$ cat config.mk
export PLATFORM = sky130hd
export DESIGN_NAME = biquad_pass_scheduler
export DESIGN_NICKNAME = d
export VERILOG_FILES = /design/src/rtl/biquad_pass_scheduler.sv
export SDC_FILE = /design/constraint.sdc
export NUM_CORES = 1
export LEC_CHECK = 0
export CAP_MARGIN = 20
export CORE_MARGIN = 2
export CORE_UTILIZATION = 55
export CTS_BUF_LIST = sky130_fd_sc_hd__clkbuf_4 sky130_fd_sc_hd__clkbuf_8
export DETAILED_ROUTE_END_ITERATION = 16
export MAX_ROUTING_LAYER = met4
export PLACE_DENSITY_LB_ADDON = 0.1
export SLEW_MARGIN = 30
export SYNTH_ARGS = -nofsm -noshare
export SYNTH_HDL_FRONTEND = slang
export SYNTH_SLANG_ARGS = --single-unit
$ cat constraint.sdc
create_clock -name clk_in -period 2.6 [get_ports clk_in]
set_input_delay 0.39 -clock clk_in [delete_from_list [all_inputs] [get_ports clk_in]]
set_output_delay 0.39 -clock clk_in [all_outputs]
set_load 0.02 [all_outputs]
$ cat src/rtl/biquad_pass_scheduler.sv
// rtl/biquad_pass_scheduler.sv - round-robin pass scheduler for a shared double-biquad bank
//
// Purpose:
//   Shares one double-biquad datapath between NUM_REQ requesters. Each pass
//   goes through four steps. A round-robin arbiter picks a requester. Its
//   coefficient/state bank is selected and a one-cycle start pulse is issued.
//   The block then waits for done_in or a timeout. Finally the pass is
//   retired with a per-requester done or error pulse.
//   Every output is registered.
//
// Ports:
//   clk_in        in   1        system clock, posedge
//   rst_in        in   1        synchronous reset, active high
//   req_in        in   NUM_REQ  per-requester pass request (level, sampled in IDLE only)
//   done_in       in   1        datapath completion, honoured in WAIT only
//   grant_out     out  NUM_REQ  one-hot owner of the datapath, 0 when free
//   bank_sel_out  out  SEL_W    index of the granted requester (holds after retire)
//   start_out     out  1        one-cycle pulse to the datapath valid_in
//   done_out      out  NUM_REQ  one-cycle pulse: pass for requester i completed
//   err_out       out  NUM_REQ  one-cycle pulse: pass for requester i timed out
//   busy_out      out  1        high in every state except IDLE

module biquad_pass_scheduler #(
  parameter int NUM_REQ        = 3,
  parameter int TIMEOUT_CYCLES = 64,
  localparam int SEL_W         = $clog2(NUM_REQ)
) (
  input  logic               clk_in,
  input  logic               rst_in,
  input  logic [NUM_REQ-1:0] req_in,
  input  logic               done_in,
  output logic [NUM_REQ-1:0] grant_out,
  output logic [SEL_W-1:0]   bank_sel_out,
  output logic               start_out,
  output logic [NUM_REQ-1:0] done_out,
  output logic [NUM_REQ-1:0] err_out,
  output logic               busy_out
);

  localparam int CNT_W = $clog2(TIMEOUT_CYCLES);

  typedef enum logic [1:0] {
    S_IDLE   = 2'd0,
    S_ISSUE  = 2'd1,
    S_WAIT   = 2'd2,
    S_RETIRE = 2'd3
  } state_t;

  state_t             state;
  state_t             state_nxt;
  logic [SEL_W-1:0]   rr_ptr;
  logic [SEL_W-1:0]   rr_ptr_nxt;
  logic [CNT_W-1:0]   cnt;
  logic [CNT_W-1:0]   cnt_nxt;

  logic [NUM_REQ-1:0] grant_nxt;
  logic [SEL_W-1:0]   sel_nxt;
  logic               start_nxt;
  logic [NUM_REQ-1:0] done_nxt;
  logic [NUM_REQ-1:0] err_nxt;
  logic               busy_nxt;

  logic               pick_valid;
  logic [SEL_W-1:0]   pick_idx;

  // Round-robin search starting just after the last owner. The loop walks
  // from the farthest offset down to the nearest, so the nearest asserted
  // request is the last assignment and wins without needing a break.
  always_comb begin : arbiter
    logic [SEL_W-1:0] cand;
    pick_valid = 1'b0;
    pick_idx   = '0;
    cand       = '0;
    for (int i = NUM_REQ; i >= 1; i--) begin
      cand = SEL_W'((int'(rr_ptr) + i) % NUM_REQ);
      if (req_in[cand]) begin
        pick_valid = 1'b1;
        pick_idx   = cand;
      end
    end
  end

  always_comb begin : next_state
    state_nxt  = state;
    rr_ptr_nxt = rr_ptr;
    cnt_nxt    = cnt;
    grant_nxt  = grant_out;
    sel_nxt    = bank_sel_out;
    start_nxt  = 1'b0;
    done_nxt   = '0;
    err_nxt    = '0;

    case (state)
      S_IDLE: begin
        if (pick_valid) begin
          state_nxt           = S_ISSUE;
          grant_nxt           = '0;
          grant_nxt[pick_idx] = 1'b1;
          sel_nxt             = pick_idx;
          start_nxt           = 1'b1;
        end
      end
      S_ISSUE: begin
        // done_in is ignored here: the datapath cannot answer in the start cycle.
        state_nxt = S_WAIT;
        cnt_nxt   = '0;
      end
      S_WAIT: begin
        // Completion is checked first, so a done_in on the last allowed
        // cycle still counts as success.
        if (done_in) begin
          state_nxt = S_RETIRE;
          done_nxt  = grant_out;
        end else if (cnt == CNT_W'(TIMEOUT_CYCLES - 1)) begin
          state_nxt = S_RETIRE;
          err_nxt   = grant_out;
        end else begin
          cnt_nxt = cnt + 1'b1;
        end
      end
      S_RETIRE: begin
        // Grant is dropped leaving RETIRE; bank_sel_out keeps the last owner.
        state_nxt  = S_IDLE;
        grant_nxt  = '0;
        rr_ptr_nxt = bank_sel_out;
        cnt_nxt    = '0;
      end
      default: begin
        state_nxt = S_IDLE;
      end
    endcase

    busy_nxt = (state_nxt != S_IDLE);
  end

  always_ff @(posedge clk_in) begin
    if (rst_in) begin
      state        <= S_IDLE;
      rr_ptr       <= SEL_W'(NUM_REQ - 1);
      cnt          <= '0;
      grant_out    <= '0;
      bank_sel_out <= '0;
      start_out    <= 1'b0;
      done_out     <= '0;
      err_out      <= '0;
      busy_out     <= 1'b0;
    end else begin
      state        <= state_nxt;
      rr_ptr       <= rr_ptr_nxt;
      cnt          <= cnt_nxt;
      grant_out    <= grant_nxt;
      bank_sel_out <= sel_nxt;
      start_out    <= start_nxt;
      done_out     <= done_nxt;
      err_out      <= err_nxt;
      busy_out     <= busy_nxt;
    end
  end

endmodule

# [After elaboration in Yosys (flattened, before gate mapping)]
# Index checks and enable logic that the tools add are counted.
[word_totals] register_bits=23 latchBits=0 ram_bits=0 romBits=0 input_bits=6 output_inout_bits=13 word_cells=68 mem_count=0
[op_classes] n_addsub=4 mul=0 div=3 magnitude_cmp=5 eq_ne=7 n_shift=0 n_mux=24 n_bitwise=4 n_reduce_logical=12
[ops] op="$mod A32 B3 Y32 const B" n=3
[ops] op="$lt A2 B3 Y1 const B" n=4
[ops] op="$mux W2" n=6
[ops] op="$mux W6" n=2
[ops] op="$pmux W6 S2" n=1
[ops] op="$mux W1" n=8
[ops] op="$pmux W2 S4" n=1
[ops] op="$add A2 B2 Y3 const B" n=2
[ops] op="$add A6 B1 Y6 const B" n=1
[ops] op="$bmux W1 S2" n=3
[ops] op="$eq A6 B6 Y1 const B" n=1
[ops] op="$ne A2 B2 Y1 const B" n=3
[ops] op="$pmux W3 S2" n=1
[ops] op="$reduce_bool A2 Y1" n=3
[ops] op="$eq A2 B2 Y1 const B" n=2
[ops] op="$not A1 Y1" n=4
[ops] op="$reduce_and A2 Y1" n=2
[ops] op="$reduce_or A2 Y1" n=2
[ops] op="$reduce_or A4 Y1" n=1
[ops] op="$add A2 B1 Y3 const B" n=1
[ops] op="$mux W3" n=1
[ops] op="$reduce_and A3 Y1" n=1
[ops] op="$reduce_or A3 Y1" n=1
[ops] op="$demux W1 S2" n=1
[ops] op="other kinds (4)" n=4

# [Longest topological paths before layout]
[depth] word_depth=13 mapped_depth=8 ltp_nobuf=7

# [Worst setup path after synthesis]
# OpenSTA, ideal clock, no wires.
[synth_path] kind="reg-to-reg" startpoint="register rr_ptr[0]" endpoint="register grant_out[2]" setup_time_ns=0.088 t_arrival_ns=2.088 t_required_ns=2.512 setup_slack_ns=0.424 stages_incl_launch_ff=9 n_path_buf=1 period_less_slack_ns=2.176 path_cell_list="dfxtp_1 inv_1 ha_1 nor2b_1 o21a_1 or4_1 buf_2 mux2_4 o32ai_2"
[synth_between] elab_chain_cells=13 word_cells_on_any_way=27 cone_classes="3 x add/sub; 3 x div; 2 x order compare; 1 x eq/ne; 16 x mux; 2 x reduce/logical"
[synth_lines] element="start: declaration" line="51" source="logic [SEL_W-1:0] rr_ptr;"
[synth_lines] element="start signal: assignment" line="139" source="rr_ptr <= SEL_W'(NUM_REQ - 1);"
[synth_lines] element="start signal: assignment" line="149" source="rr_ptr <= rr_ptr_nxt;"
[synth_lines] element="$add A2 B2 Y3" line="75" source="cand = SEL_W'((int'(rr_ptr) + i) % NUM_REQ);"
[synth_lines] element="$mod A32 B3 Y32" line="75"
[synth_lines] element="$bmux W1 S2" line="76" source="if (req_in[cand]) begin"
[synth_lines] element="$mux W1 (not written as such)" line="76"
[synth_lines] element="$mux W2 (3 in series)" line="76"
[synth_lines] element="$lt A2 B3 Y1 (not written as such) / $ge A2 B1 Y1 (equally long branches)" line="98" source="grant_nxt[pick_idx] = 1'b1;"
[synth_lines] element="$logic_and A1 B1 Y1 (not written as such)" line="98"
[synth_lines] element="$mux W1 (not written as such)" line="98"
[synth_lines] element="$demux W1 S2" line="98"
[synth_lines] element="$mux W3" line="95" source="if (pick_valid) begin"
[synth_lines] element="$pmux W3 S2" line="93" source="case (state)"
[synth_lines] element="end signal: assignment" line="151" source="grant_out <= grant_nxt;"
[synth_lines] element="end: declaration" line="32" source="output logic [NUM_REQ-1:0] grant_out,"
# Several ways; a longest one is shown, not always the timed one. The select of a mux whose other input is x is not followed.
# A chain may end at the register's enable or synchronous reset.

# [Worst setup path after layout]
# Ends and elaborated chain as after synthesis.

==> metrics.csv <==
metric,value,unit
status,"finished, final reports clean",
sw frac,40.98,%
# setup viols final,0,
Post-Syn Instances,140,
Slew HR,61.61,%
final setup TNS,0,ns
Setup crit start kind,flop,
clock buffer depth,2,
top-count cell post-synth,dfxtp_1,
Post-Synth Simple-Gate Area,23.42,%
xor-xnor portion of the synthesized cell area,0,%
Die X,50.86,µm
Yosys cell types,40,
CP required,2.84,ns
adder-cell share of the synthesized area,9.326,%
Slew Limit Fails,0,
DR iter-0 viols,20,
clock sinks,23,
Hold WS,0.4830,ns
Tot GR Track Use,20.01,%
Initial Util,59.72,%
cts repair resizes,0,
Die Y,50.86,µm
total number of vias,1048,
Setup Crit Path Kind,flop to flop,
core area,2022,µm²
setup bufs post-CTS,0,
RSZ-0062 raised after global routing,false,
largest family of logic cells by synthesized area,simple AND/OR/NAND/NOR gates,
CTS root buf,clkbuf_4,
measured slew at the worst slew-check pin,0.5696,ns
synth cell count leaders,"23 x dfxtp_1, 13 x nand2_1, 11 x inv_1, 11 x nor2_1, 10 x a21oi_1",
largest net degree at the start of global routing,14,
fin nets,174,
Skew-Pair Late Insertion Delay,0.31,ns
number of vias per cell,5.665,
multiplexer share of the synthesized area,3.731,%
final std cells w/o fill,185,
Clock power frac,13.5,%
number of synthesized flops with an enable pin,0,
detailed-placement wirelength estimate,1.729,mm
Logic pwr share,48.7,%
worst hold-check path type,flop to flop,
Async SR Flop Fraction,0,%
Post-Syn Area,1207,µm²
min Tclk post-route,2.375,ns
P_int,0.7227,mW
share of cells above drive strength 1,6.962,%
Compound-Gate Fraction of Synth Area,20.31,%
WL final,2.332,mm
grt total ovfl,0,
cts bufs inserted,3,
Hold Fails Final Rpt,0,
Clock Skew,0.005058,ns
Initial DRT Pass Iterations,4,
H-tree depth,1,
ANT cells,0,
vias in the first global route,949,
die area,2586,µm²
Peak VDD IR,0.6830,mV
gpl congestion,0.8016,
PwrDens,852.5,nW/µm²
drt drc,0,
IO buf count,18,
initial antenna violation count,0,
Tcrit/Tclk final,91.36,%
Avg Inst Size Synth,8.624,µm²
Ports,19,
Area Overhead vs Synth,18.96,%
Yosys top cell area share,38.13,%
Critical Path Fanout Max,7,
Rows,16,
Syn Nets,155,
f_max,421.0,MHz
placed cells,181,
sequential area share after synthesis,38.13,%
WL per Instance,12.61,µm
first-pass GRT wire length,3.843,mm
CTS tree,done,
CTS Hold Buffers Added,0,
max-cap viol count,0,
crit path DAT,2.61,ns
Psw,0.5018,mW
Synth area leader,dfxtp_1,
Synth area leaders,"dfxtp_1 38%, ha_1 9.3%, a21oi_1 4.1%, nand2_1 4.0%, inv_1 3.4%",
synthesized flop and latch total,23,
Pleak,0.5590,nW
endpoint class of the critical path,flop,
dominant synthesized flop cell,dfxtp_1,
power share of the sequential group,37.8,%
Worst-path clk slew,0.13,ns
DRT antenna net count,0,
synth warn,0,
power by group through the flow:
stage / sequential (mW) / combinational, mW / clock (mW)
4_1_cts: 0.463 / 0.592 / 0.170
6_report: 0.462 / 0.597 / 0.165
3_5_place_dp: 0.471 / 0.588 / 0
3_3_place_gp: 0.467 / 0.577 / 0
2_1_floorplan: 0.502 / 0.397 / 0
5_1_grt: 0.472 / 0.650 / 0.182
per-layer routing:
layer	track usage [%]	wire, µm	vias up
met5	-	0	-
met4	9.910	40	0
met3	3.509	85	5
met2	32.02	1059	27
met1	24.49	1146	477
li1	-	-	539
through the flow:
stage / utilization [%] / cell area, µm² / setup slack (ns) / total power, mW
floorplan: - / 1207 / 0.4237 / 0.8996
global placement: 69.68 / 1409 / 0.2899 / 1.043
detailed placement: 69.68 / 1409 / 0.2691 / 1.059
CTS: 71.04 / 1436 / 0.2247 / 1.224
global route: 71.04 / 1436 / 0.05685 / 1.303
finish: 71.04 / 1436 / 0.2246 / 1.225
final timing paths:
kind | start | slack [ns] | endpoint | depth (start not counted)
max | rr_ptr[0] | 0.22 | grant_out[2] | 7
min reg2reg | cnt[5] | 0.48 | cnt[5] | 2
max reg2reg | rr_ptr[0] | 0.22 | grant_out[2] | 7
min | cnt[5] | 0.48 | cnt[5] | 2
critical path, cell delays in order, from the launching register on:
cell     delay [ns]
dfxtp_1        0.40
inv_1          0.08
ha_1           0.39
nor2b_1        0.18
o21a_1         0.20
or4_1          0.53
mux2_4         0.32
o32ai_2        0.18
cells by family (layout without fill, tap and decap cells):
family | Yosys count | in the layout
compound gates | 33 | 33
fa+ha+maj | 9 | 9
buf+inv | 16 | 34
flops | 23 | 23
mux | 4 | 4
simple gates | 55 | 55
layout make-up:
class / count / area [µm²]
Clock buffer: 3 / 22.52
Clock inverter: 1 / 5.005
Fill cell: 156 / 585.6
Inverter: 11 / 41.29
Multi-Input combinational cell: 101 / 685.7
Sequential cell: 23 / 460.4
Tap cell: 27 / 33.78
Timing Repair Buffer: 19 / 187.7
layout by cell type, fill, tap and decap left out, types with 2 or more instances in the layout:
master | Yosys | layout
nand3_1 | 5 | 5
nor4_1 | 3 | 3
a211oi_1 | 2 | 2
nor3_1 | 4 | 4
clkbuf_4 | 0 | 3
nor2_1 | 11 | 11
and3_1 | 4 | 4
clkdlybuf4s50_1 | 0 | 18
nand4b_1 | 2 | 2
ha_1 | 9 | 9
nor2b_1 | 3 | 3
and2_1 | 3 | 3
nand2_1 | 13 | 13
o21ai_0 | 2 | 2
o32ai_1 | 2 | 2
a21o_1 | 2 | 2
mux2i_1 | 3 | 3
a21oi_1 | 10 | 10
inv_1 | 11 | 11
dfxtp_1 | 23 | 23
or3_1 | 4 | 4
flip-flops by register name (all words and copies together) (netlist names):
register	flops
done_out	3
err_out	3
cnt	6
start_out	1
bank_sel_out	2
grant_out	3
state	2
busy_out	1
rr_ptr	2
Power figures use the tool's default switching activity.
